--- config.mk ---
export PLATFORM = sky130hd
export DESIGN_NAME = id_ex_stage
export DESIGN_NICKNAME = d
export VERILOG_FILES = /design/src/rtl/mips_pkg.sv /design/src/rtl/hazard_detect.sv /design/src/rtl/id_ex_stage.sv
export SDC_FILE = /design/constraint.sdc
export NUM_CORES = 1
export LEC_CHECK = 0
export CORE_AREA = 2 2 132 134
export DETAILED_ROUTE_END_ITERATION = 12
export DIE_AREA = 0 0 134 136
export PLACE_DENSITY = 0.87
export SLEW_MARGIN = 20
export SYNTH_ARGS = -nofsm -noshare
export SYNTH_HDL_FRONTEND = slang
export SYNTH_SLANG_ARGS = --single-unit
--- constraint.sdc ---
create_clock -name clk -period 2.3 [get_ports clk]
set_input_delay 0.46 -clock clk [delete_from_list [all_inputs] [get_ports clk]]
set_output_delay 0.46 -clock clk [all_outputs]
set_load 0.01 [all_outputs]
--- src/rtl/mips_pkg.sv ---
// mips_pkg: shared control bundle and register constants for the MIPS pipeline
package mips_pkg;
  localparam logic [4:0] REG_RA   = 5'd31;
  localparam logic [4:0] REG_ZERO = 5'd0;
  typedef struct packed {
    logic       reg_write;
    logic       is_signed;
    logic       reg_dst;
    logic       jump;
    logic       branch;
    logic       mem_to_reg;
    logic       mem_write;
    logic       mem_read;
    logic       jmp_link;
    logic       jmp_source;
    logic [1:0] alu_sel;
    logic [5:0] alu_code;
    logic [5:0] branch_code;
  } ctrl_t;
  localparam ctrl_t CTRL_NOP = '0;
endpackage

--- src/rtl/hazard_detect.sv ---
// hazard_detect: load-use compare between the load in EX and the instruction in ID
module hazard_detect
  import mips_pkg::*;
(
  input  logic       id_valid,
  input  logic [4:0] id_rs,
  input  logic [4:0] id_rt,
  input  logic       ex_valid,
  input  logic       ex_mem_read,
  input  logic [4:0] ex_wreg,
  output logic       hazard
);
  assign hazard = id_valid & ex_valid & ex_mem_read & (ex_wreg != REG_ZERO) &
                  ((ex_wreg == id_rs) | (ex_wreg == id_rt));
endmodule

--- src/rtl/id_ex_stage.sv ---
// id_ex_stage: ID/EX pipeline register with load-use bubble, stall hold and flush; ID_EX_PERF_EN adds saturating stall/bubble/flush counters
module id_ex_stage
  import mips_pkg::*;
#(
  parameter int DATA_W = 32,
  parameter int CNT_W  = 16
) (
  input  logic              clk,
  input  logic              rst,
  input  logic              id_valid,
  input  ctrl_t             id_ctrl,
  input  logic [4:0]        id_rs,
  input  logic [4:0]        id_rt,
  input  logic [4:0]        id_rd,
  input  logic [DATA_W-1:0] id_rs_data,
  input  logic [DATA_W-1:0] id_rt_data,
  input  logic [DATA_W-1:0] id_imm,
  input  logic [DATA_W-1:0] id_pc,
  input  logic              ex_stall,
  input  logic              flush,
  output logic              ex_valid,
  output ctrl_t             ex_ctrl,
  output logic [4:0]        ex_rs,
  output logic [4:0]        ex_rt,
  output logic [4:0]        ex_wreg,
  output logic [DATA_W-1:0] ex_rs_data,
  output logic [DATA_W-1:0] ex_rt_data,
  output logic [DATA_W-1:0] ex_imm,
  output logic [DATA_W-1:0] ex_pc,
  output logic              id_stall
`ifdef ID_EX_PERF_EN
  ,
  output logic [CNT_W-1:0]  stall_cnt,
  output logic [CNT_W-1:0]  bubble_cnt,
  output logic [CNT_W-1:0]  flush_cnt
`endif
);
  logic              hazard, kill, load;
  logic [4:0]        dest;
  logic              ex_valid_d, ex_valid_q;
  ctrl_t             ex_ctrl_d, ex_ctrl_q;
  logic [4:0]        ex_rs_d, ex_rs_q, ex_rt_d, ex_rt_q, ex_wreg_d, ex_wreg_q;
  logic [DATA_W-1:0] ex_rs_data_d, ex_rs_data_q, ex_rt_data_d, ex_rt_data_q;
  logic [DATA_W-1:0] ex_imm_d, ex_imm_q, ex_pc_d, ex_pc_q;

  // A zero-width counter would be meaningless even when counters are compiled out
  if (CNT_W < 1) begin : g_cnt_w_invalid
  end

  hazard_detect u_hazard (
    .id_valid   (id_valid),
    .id_rs      (id_rs),
    .id_rt      (id_rt),
    .ex_valid   (ex_valid_q),
    .ex_mem_read(ex_ctrl_q.mem_read),
    .ex_wreg    (ex_wreg_q),
    .hazard     (hazard)
  );

  assign id_stall = ex_stall | hazard;

  // Next-state selection: flush beats stall beats bubble beats load; data only moves on load
  always_comb begin
    dest         = id_ctrl.jmp_link ? REG_RA : id_ctrl.reg_dst ? id_rd : id_rt;
    kill         = flush | (~ex_stall & hazard);
    load         = ~flush & ~ex_stall & ~hazard;
    ex_valid_d   = kill ? 1'b0 : load ? id_valid : ex_valid_q;
    ex_ctrl_d    = kill ? CTRL_NOP : load ? (id_valid ? id_ctrl : CTRL_NOP) : ex_ctrl_q;
    ex_rs_d      = load ? id_rs : ex_rs_q;
    ex_rt_d      = load ? id_rt : ex_rt_q;
    ex_wreg_d    = load ? dest : ex_wreg_q;
    ex_rs_data_d = load ? id_rs_data : ex_rs_data_q;
    ex_rt_data_d = load ? id_rt_data : ex_rt_data_q;
    ex_imm_d     = load ? id_imm : ex_imm_q;
    ex_pc_d      = load ? id_pc : ex_pc_q;
  end

  // ID/EX register bank
  always_ff @(posedge clk or negedge rst) begin
    if (!rst) begin
      ex_valid_q   <= 1'b0;
      ex_ctrl_q    <= CTRL_NOP;
      ex_rs_q      <= '0;
      ex_rt_q      <= '0;
      ex_wreg_q    <= '0;
      ex_rs_data_q <= '0;
      ex_rt_data_q <= '0;
      ex_imm_q     <= '0;
      ex_pc_q      <= '0;
    end else begin
      ex_valid_q   <= ex_valid_d;
      ex_ctrl_q    <= ex_ctrl_d;
      ex_rs_q      <= ex_rs_d;
      ex_rt_q      <= ex_rt_d;
      ex_wreg_q    <= ex_wreg_d;
      ex_rs_data_q <= ex_rs_data_d;
      ex_rt_data_q <= ex_rt_data_d;
      ex_imm_q     <= ex_imm_d;
      ex_pc_q      <= ex_pc_d;
    end
  end

  assign ex_valid   = ex_valid_q;
  assign ex_ctrl    = ex_ctrl_q;
  assign ex_rs      = ex_rs_q;
  assign ex_rt      = ex_rt_q;
  assign ex_wreg    = ex_wreg_q;
  assign ex_rs_data = ex_rs_data_q;
  assign ex_rt_data = ex_rt_data_q;
  assign ex_imm     = ex_imm_q;
  assign ex_pc      = ex_pc_q;

`ifdef ID_EX_PERF_EN
  logic [CNT_W-1:0] stall_cnt_d, stall_cnt_q, bubble_cnt_d, bubble_cnt_q, flush_cnt_d, flush_cnt_q;

  // Saturating event counters; a bubble is only counted when it is actually inserted
  always_comb begin
    stall_cnt_d  = (ex_stall & ~&stall_cnt_q) ? stall_cnt_q + 1'b1 : stall_cnt_q;
    bubble_cnt_d = (~flush & ~ex_stall & hazard & ~&bubble_cnt_q) ? bubble_cnt_q + 1'b1 : bubble_cnt_q;
    flush_cnt_d  = (flush & ~&flush_cnt_q) ? flush_cnt_q + 1'b1 : flush_cnt_q;
  end

  // Counter registers
  always_ff @(posedge clk or negedge rst) begin
    if (!rst) begin
      stall_cnt_q  <= '0;
      bubble_cnt_q <= '0;
      flush_cnt_q  <= '0;
    end else begin
      stall_cnt_q  <= stall_cnt_d;
      bubble_cnt_q <= bubble_cnt_d;
      flush_cnt_q  <= flush_cnt_d;
    end
  end

  assign stall_cnt  = stall_cnt_q;
  assign bubble_cnt = bubble_cnt_q;
  assign flush_cnt  = flush_cnt_q;
`endif
endmodule

# After elaboration in Yosys (flattened, before gate mapping)
# Index checks and enable logic that the tools add are counted.
dict set report word_totals {
  ff_bits 168
  input_bits 172
  out_inout_bits 169
  elab_cells 45
}
dict set report op_classes {
  n_eq_ne 2
  muxes 7
  bitwise_logic 13
  n_reduce_logical 2
}
# cell n
set ops {}
lappend ops {{$mux W24} 3}
lappend ops {{$eq A5 B5 Y1} 2}
lappend ops {{$mux W5} 2}
lappend ops {{$and A1 B1 Y1} 7}
lappend ops {{$reduce_bool A5 Y1} 1}
lappend ops {{$not A1 Y1} 3}
lappend ops {{$or A1 B1 Y1} 3}
lappend ops {{$mux W1} 2}
lappend ops {{$reduce_bool A2 Y1} 1}

# Depth between registers and ports, before layout
dict set report depth {
  ltp_word 8
  ltp_mapped 7
  mapped_depth_nobuf 5
}

# Hierarchy
# A second synthesis with hierarchy kept.
dict set report unflattened {
  cells_unflattened 384
  area_unflattened_um2 6371.1
}
# mod n_inst cells_each area_each_um2 seq_area_each_um2
set by_module_without_submodules {}
lappend by_module_without_submodules {id_ex_stage 1 367 6242.2 4204.0}
lappend by_module_without_submodules {hazard_detect 1 17 128.9 0.0}

# Worst setup path before layout
# No wires, ideal clock.
dict set report synth_timing {
  path_kind {register to register}
  startpoint {register ex_wreg_q[4], in the netlist ex_wreg[4]}
  endpoint {register ex_imm_q[0], in the netlist ex_imm[0]}
  setup_ps 127
  arrival_ps 1683
  t_required_ps 2173
  slack_ps 489
  path_stages_with_launch 8
  path_buffers 2
  period_less_slack_ps 1811
  path_cell_list {dfrtp_1 xnor2_1 nand3_1 o22ai_2 a21oi_4 buf_6 buf_6 mux2_1}
}
dict set report synth_between {
  elab_chain_cells 5
  word_cells_on_any_way 8
  classes_between {2 x eq/ne; 5 x bitwise; 1 x reduce/logical}
}
# element line_no
set synth_lines {}
lappend synth_lines {{start: declaration} id_ex_stage.sv:42} ;# logic [4:0] ex_rs_d, ex_rs_q, ex_rt_d, ex_rt_q, ex_wreg_d, ex_wreg_q;
lappend synth_lines {{start signal: assignment} id_ex_stage.sv:95} ;# ex_wreg_q <= ex_wreg_d;
lappend synth_lines {{$eq A5 B5 Y1 or $reduce_bool A5 Y1 (tied branches)} {hazard_detect.sv:14, hazard_detect.sv:13}}
lappend synth_lines {{$or A1 B1 Y1 or $and A1 B1 Y1 (tied branches)} {hazard_detect.sv:14, hazard_detect.sv:13}}
lappend synth_lines {{$and A1 B1 Y1 *} hazard_detect.sv:13} ;# assign hazard = id_valid & ex_valid & ex_mem_read & (ex_wreg != REG_ZERO) &
lappend synth_lines {{$not A1 Y1 *} id_ex_stage.sv:66} ;# load = ~flush & ~ex_stall & ~hazard;
lappend synth_lines {{$and A1 B1 Y1 *} id_ex_stage.sv:66}
lappend synth_lines {{end signal: assignment} id_ex_stage.sv:98} ;# ex_imm_q <= ex_imm_d;
lappend synth_lines {{end: declaration} id_ex_stage.sv:44} ;# logic [DATA_W-1:0] ex_imm_d, ex_imm_q, ex_pc_d, ex_pc_q;
# Mark *: on every way between the ends. The rest lies on a longest branch, timed or not.
# A chain may end at the register's enable or synchronous reset.

# Worst setup path in the final report
dict set report layout_timing {
  startpoint {input id_rs[3]}
  endpoint {output id_stall}
}
dict set report layout_between {
  elab_chain_cells 4
}
# element line_no
set layout_lines {}
lappend layout_lines {{start: declaration} id_ex_stage.sv:12} ;# input logic [4:0] id_rs,
lappend layout_lines {{$eq A5 B5 Y1} hazard_detect.sv:14} ;# ((ex_wreg == id_rs) | (ex_wreg == id_rt));
lappend layout_lines {{$or A1 B1 Y1} hazard_detect.sv:14}
lappend layout_lines {{$and A1 B1 Y1} hazard_detect.sv:13}
lappend layout_lines {{$or A1 B1 Y1} id_ex_stage.sv:60} ;# assign id_stall = ex_stall | hazard;
lappend layout_lines {{end: declaration} id_ex_stage.sv:30} ;# output logic id_stall
# No other way between the ends.

==> run_results.csv <==
group,metric,value,unit
outcome,run_status,"complete, no violations",
cts,ctsRootBufferMaster,"clkbuf_16",
yosys,syn_area,0.006424,mm^2
finish,drive_gt1_share,17.52,%
cts,clk_path_buf_depth,2,
drt,drcViolationCount,0,
worst_setup_path,rr_worst_depth,8,
cts,clk_pin_slew,0.06,ns
floorplan,die_w,134,um
yosys,synth_area_leaders,"dfrtp_1, mux2_2, mux2_1, a22o_1, buf_6",
flow_run,drv_cap,0,
timing,period_needed,2.159,ns
timing,fin_hold_ws,0.4845,ns
yosys,yosysTopAreaCellShare,65.45,%
pwr,cellLeakagePower,4.454,nW
finish,nets,918,
floorplan,rows,48,
worst_setup_path,cp-end-kind,"output pin",
timing,period_share,93.85,%
min_path,min-delay-start,"ex_imm[3]$_DFFE_PN0P_",
cts,cts_buffers,17,
global_routing,grt_pass1_wl,28130,um
cts,h-tree-depth,4,
worst_setup_path,r2r_end,"ex_rt_data[17]$_DFFE_PN0P_",
floorplan,io_pins,341,
yosys,ys_seq_area_share,65.45,%
global_routing,track_usage,20.08,%
global_routing,grt_max_degree,57,
floorplan,fp.dieArea,0.01822,mm^2
placed_design,detailed_place.area,0.01020,mm^2
yosys,ys_ff_latch,168,
pwr,power.density,757.3,mW/mm^2
worst_setup_path,r2r-start,"ex_wreg[1]$_DFFE_PN0P_",
placed_design,io_buffers,340,
timing,drv_slew,0,
floorplan,initial_core_util,38.06,%
floorplan,core,0.01688,mm^2
finish,insertedDiodeCount,0,
yosys,yosysWarningCount,0,
drt,vias_per_cell,4.785,
yosys,synth_area_leader_cell,"dfrtp_1",
worst_setup_path,regToRegSetupSlack,0.26,ns
global_routing,grt_pass1_vias,5368,
placed_design,place.gp.congestion,0.7998,
drt,drt-initial-drc-count,147,
yosys,netlist-cell-type-count,25,
yosys,syn_inst,389,
pwr,vdd_drop_max,464.8,uV
min_path,whs_path_depth,1,
timing,setup_violations,0,
finish,fillers,1255,
worst_setup_path,path_class,"input port to output pin",
worst_setup_path,critPathLaunchType,"input port",
finish,synthToLayoutAreaGrowth,67.45,%
yosys,syn_avg_cell_area,16.51,um^2
drt,via_count,4708,
global_routing,antenna_found_initial,0,
timing,worst_slew_pin_slew,1.063,ns
cts,tritoncts,"yes",
worst_setup_path,critical_path_arrival,1.70,ns
floorplan,die_h,136,um
timing,hold_viol,0,
drt,firstDrtPassIters,4,
timing,clock_skew,0.009394,ns
drt,drtAntennaViolNets,0,
placed_design,dpl.hpwl,14120,um
worst_setup_path,cp_max_fo,2,
cts,insertion_delay,0.42,ns
min_path,whs_endpoint,"ex_imm[3]$_DFFE_PN0P_",
global_routing,grt.overflow.total,0,
worst_setup_path,required,1.84,ns
timing,fmax,0.4633,GHz
timing,slew_headroom,28.79,%
timing,rsz0062_at_grt,"no",
yosys,syn_nets,561,
min_path,min_path_type,"register to register",
drt,wl,18460,um
finish,post-route-cell-area,0.01076,mm^2
cts,clock_sinks,168,
drt,wl_per_cell,18.76,um
-- worst max path at each step --
stage                     slack, ns                    from                     to
after floorplan                0.49  ex_wreg[4]$_DFFE_PN0P_  ex_imm[0]$_DFFE_PN0P_
after global placement        -0.45                id_rs[4]               id_stall
after detailed placement      -0.44                id_rs[4]               id_stall
after CTS                     0.006  ex_wreg[4]$_DFFE_PN0P_               id_stall
after global routing           0.08                id_rs[2]               id_stall
final                          0.14                id_rs[3]               id_stall
-- final cells by class --
| type | count | area, um^2 | area share, % |
|---|---|---|---|
| clock inverters | 11 | 88.84 | 0.8259 |
| multi-input cells | 198 | 2068 | 19.23 |
| well taps | 225 | 281.5 | 2.617 |
| inverters | 1 | 3.754 | 0.03490 |
| repair buffers | 360 | 3646 | 33.90 |
| clock buffers | 21 | 460.4 | 4.281 |
| flip-flops and latches | 168 | 4208 | 39.12 |
-- registers in the layout (all words and copies together) (netlist names) --
register and cells:
ex_pc 32, ex_rt_data 32, ex_imm 32, ex_wreg 5, ex_rs_data 32, ex_ctrl 24, ex_rs 5, ex_valid 1
ex_rt 5
-- synthesized netlist by cell type --
| cell | count |
|---|---|
| or2_2 | 1 |
| a22o_1 | 24 |
| inv_1 | 1 |
| buf_1 | 2 |
| buf_2 | 9 |
| nand3_1 | 3 |
| mux2i_1 | 5 |
| a21oi_4 | 1 |
| a211oi_2 | 1 |
| nor2b_1 | 1 |
| clkbuf_1 | 2 |
| xnor2_1 | 10 |
| a21o_1 | 2 |
| a21oi_1 | 1 |
| buf_4 | 1 |
| nor3_1 | 1 |
| nand2_1 | 2 |
| dfrtp_1 | 168 |
| mux2_1 | 65 |
| buf_6 | 8 |
| a211oi_1 | 1 |
| mux2_2 | 73 |
| o22ai_2 | 1 |
| a2bb2oi_1 | 5 |
| nor2_1 | 1 |
-- cells by family (layout without fill, tap and decap cells) --
family                    count (synthesis)  after routing  synth area share [%]
xor gates and xnor gates                 10             10                 1.363
and+or+nand+nor                           9              9                0.6817
muxes                                   143            143                 24.97
DFF                                     168            168                 65.45
AOI/OAI and AO/OA                        36             36                 5.025
buffers and inverters                    23            393                 2.513
-- critical path: stages --
cell,delay (ns)
clkdlybuf4s50_1,0.51
xnor2_1,0.13
nand2_1,0.08
o22ai_2,0.24
a21o_1,0.15
buf_2,0.13
-- cells in the final DEF (no fill, tap or decap) --
cell type,count
a21oi_1,1
nor2_1,1
buf_12,8
inv_1,1
dfrtp_1,165
buf_2,1
nand3_1,3
clkbuf_16,17
clkdlybuf4s50_1,333
inv_6,4
mux2_1,65
dlygate4sd2_1,5
clkinv_4,1
clkinvlp_4,6
mux2_2,73
nor2b_2,1
a211oi_1,1
clkbuf_1,2
xnor2_1,9
nand2_1,2
buf_4,11
o22ai_2,1
clkbuf_8,2
buf_6,1
a211oi_2,1
a21o_1,2
or2_2,1
mux2i_1,5
a21oi_4,1
a22o_1,24
a2bb2oi_1,5
xnor2_2,1
dfrtp_2,3
nor3_1,1
dlygate4sd3_1,1
-- stage by stage --
step | std cells | TNS (ns) | power, mW | worst slack, ns | util (%)
4_1_cts | 984 | 0 | 8.261 | 0.005678 | 63.72
6_report | 984 | 0 | 8.146 | 0.1414 | 63.74
5_1_grt | 984 | 0 | 8.508 | 0.07855 | 63.74
3_3_place_gp | 951 | -42.46 | 5.489 | -0.4539 | 60.42
3_5_place_dp | 951 | -43.75 | 5.565 | -0.4418 | 60.42
2_1_floorplan | 389 | 0 | 4.224 | 0.4895 | -
-- report_power, final --
group | leakage [nW] | internal, mW | switching, mW
Combinational | 2.20 | 1.24 | 0.689
Clock | 0.249 | 1.46 | 1.20
Sequential | 2.01 | 3.34 | 0.220
Total | 4.45 | 6.04 | 2.11
-- layer usage --
layer	track usage, %	vias up	wire, um
met3	7.606	38	1689
met5	0	-	0
met2	35.56	248	9568
li1	-	2107	-
met4	8.570	0	514
met1	21.50	2315	6685
-- what timing repair did --
action,4_1_cts,5_1_grt
gates resized for setup,9,4
buffers inserted,0,0
hold buffers,1,0
pin swaps,1,2
setup endpoints to repair,1,1
endpoints found under the hold margin,42,0
cloned,0,0
Power figures use the tool's default switching activity.
==> RTL change: new RTL, same settings <==
The option `ID_EX_PERF_EN` is turned on by a define.
--- a/src/rtl/id_ex_stage.sv
+++ b/src/rtl/id_ex_stage.sv
@@ -1,4 +1,6 @@
 // id_ex_stage: ID/EX pipeline register with load-use bubble, stall hold and flush; ID_EX_PERF_EN adds saturating stall/bubble/flush counters
+`define ID_EX_PERF_EN
+
 module id_ex_stage
   import mips_pkg::*;
 #(
Check against the original RTL (old outputs only; new: bubble_cnt, flush_cnt and stall_cnt): equivalent (equiv_simple and equiv_induct, registers matched by name and starting in step).
==> RTL change against the unedited design <==
The flow now finishes with violations (negative setup slack); power rose by 43%; synthesized area grew 42%; cell area is 36% higher; synthesized cell count grew 54%; clock power grew 49%; non-clock buffer count grew 81; sequential cell count is 48 higher; routed wire length grew 67%; worst setup slack worse by 0.36 ns.
==> RTL change: results (changes against the unedited design) <==
stage,metric,value,unit,change
outcome,outcome,finished with violations,,
outcome,violations,negative setup slack,,
power_and_ir_drop,leakage,6.55,nW,+47%
clock_tree,clockBufferDepth,3,,+1
drt,avgRoutedWirePerCell,24.0,um,+28%
sta,setup_slack,-0.217,ns,-0.359 ns
sta,setup_viol,133,,+133
drt,viasPerCell,5.40,,+13%
global_routing,grt_usage,0.334,,+0.134
drt,first_iter_violations,353,,+140%
finish,drive_above_1_share,0.231,,+0.0553
finish,multi_input_area_share,0.242,,+0.0500
placement,gp_congestion,0.968,,+21%
worst_hold_path,hold-path-endpoint,ex_ctrl[22],,
finish,final-nonclk-buf-share,0.309,,-0.0297
worst_hold_path,min_path_cells,2,,+1
finish,multi_input_cells,352,,+78%
synthesis,synth_area_leaders,"dfrtp_1 59%, mux2_4 18%, mux2_2 4.0%",,
clock_tree,cts_setup_buffers,4,,+4
setup_path,ff2ff_setup_slack,-0.13,ns,-0.39 ns
finish,nNonClkInverters,2,,+1
placement,io_buffers,388,,+14%
setup_path,critPathMaxFanout,3,,+1
placement,place_inst,1227,,+29%
clock_tree,h-tree-depth,1,,-3
worst_hold_path,min_from,ex_ctrl[22],,
## RTL change: stage by stage
| step | worst slack, ns | total power, mW | cell area (um^2) |
|---|---|---|---|
| 2_1_floorplan | 0.151 | 5.82 | 9110 |
| 3_3_place_gp | -0.593 | 7.54 | 13600 |
| 3_5_place_dp | -0.603 | 7.62 | 13600 |
| 4_1_cts | -0.262 | 11.7 | 14500 |
| 5_1_grt | -0.287 | 12.0 | 14600 |
| 6_report | -0.217 | 11.6 | 14600 |
## RTL change: per-layer routing
metal | track usage | vias up | wire length (um)
met1 | 0.360 | 3509 | 10700
met2 | 0.584 | 324 | 16000
met5 | 0 | - | 0
li1 | - | 3036 | -
met3 | 0.116 | 81 | 2790
met4 | 0.172 | 0 | 1400
## RTL change: logic make-up after synthesis
family,Yosys count,share of synthesized area
flops,216,0.593
fa+ha+maj,3,0.00412
mux,142,0.221
xor+xnor,53,0.0510
compound gates,42,0.0408
buf+inv,30,0.0242
simple gates,112,0.0657
## RTL change: worst max path at each step
stage / startpoint / to / depth (start not counted) / slack, ns
floorplan: ex_wreg[0] / id_stall / 5 / 0.15
global placement: id_rs[0] / id_stall / 8 / -0.59
detailed placement: id_rs[0] / id_stall / 8 / -0.60
CTS: ex_wreg[3] / id_stall / 6 / -0.26
global route: ex_wreg[0] / id_stall / 6 / -0.29
finish: ex_wreg[0] / id_stall / 6 / -0.22
## RTL change: worst register-to-register path: stages (launching register included)
cell and delay, ns:
dfrtp_1 0.40, or4_4 0.56, o2111ai_4 0.23, buf_4 0.15, buf_4 0.13, o21ai_4 0.06, buf_12 0.15, buf_12 0.14
buf_12 0.17, mux2_4 0.31
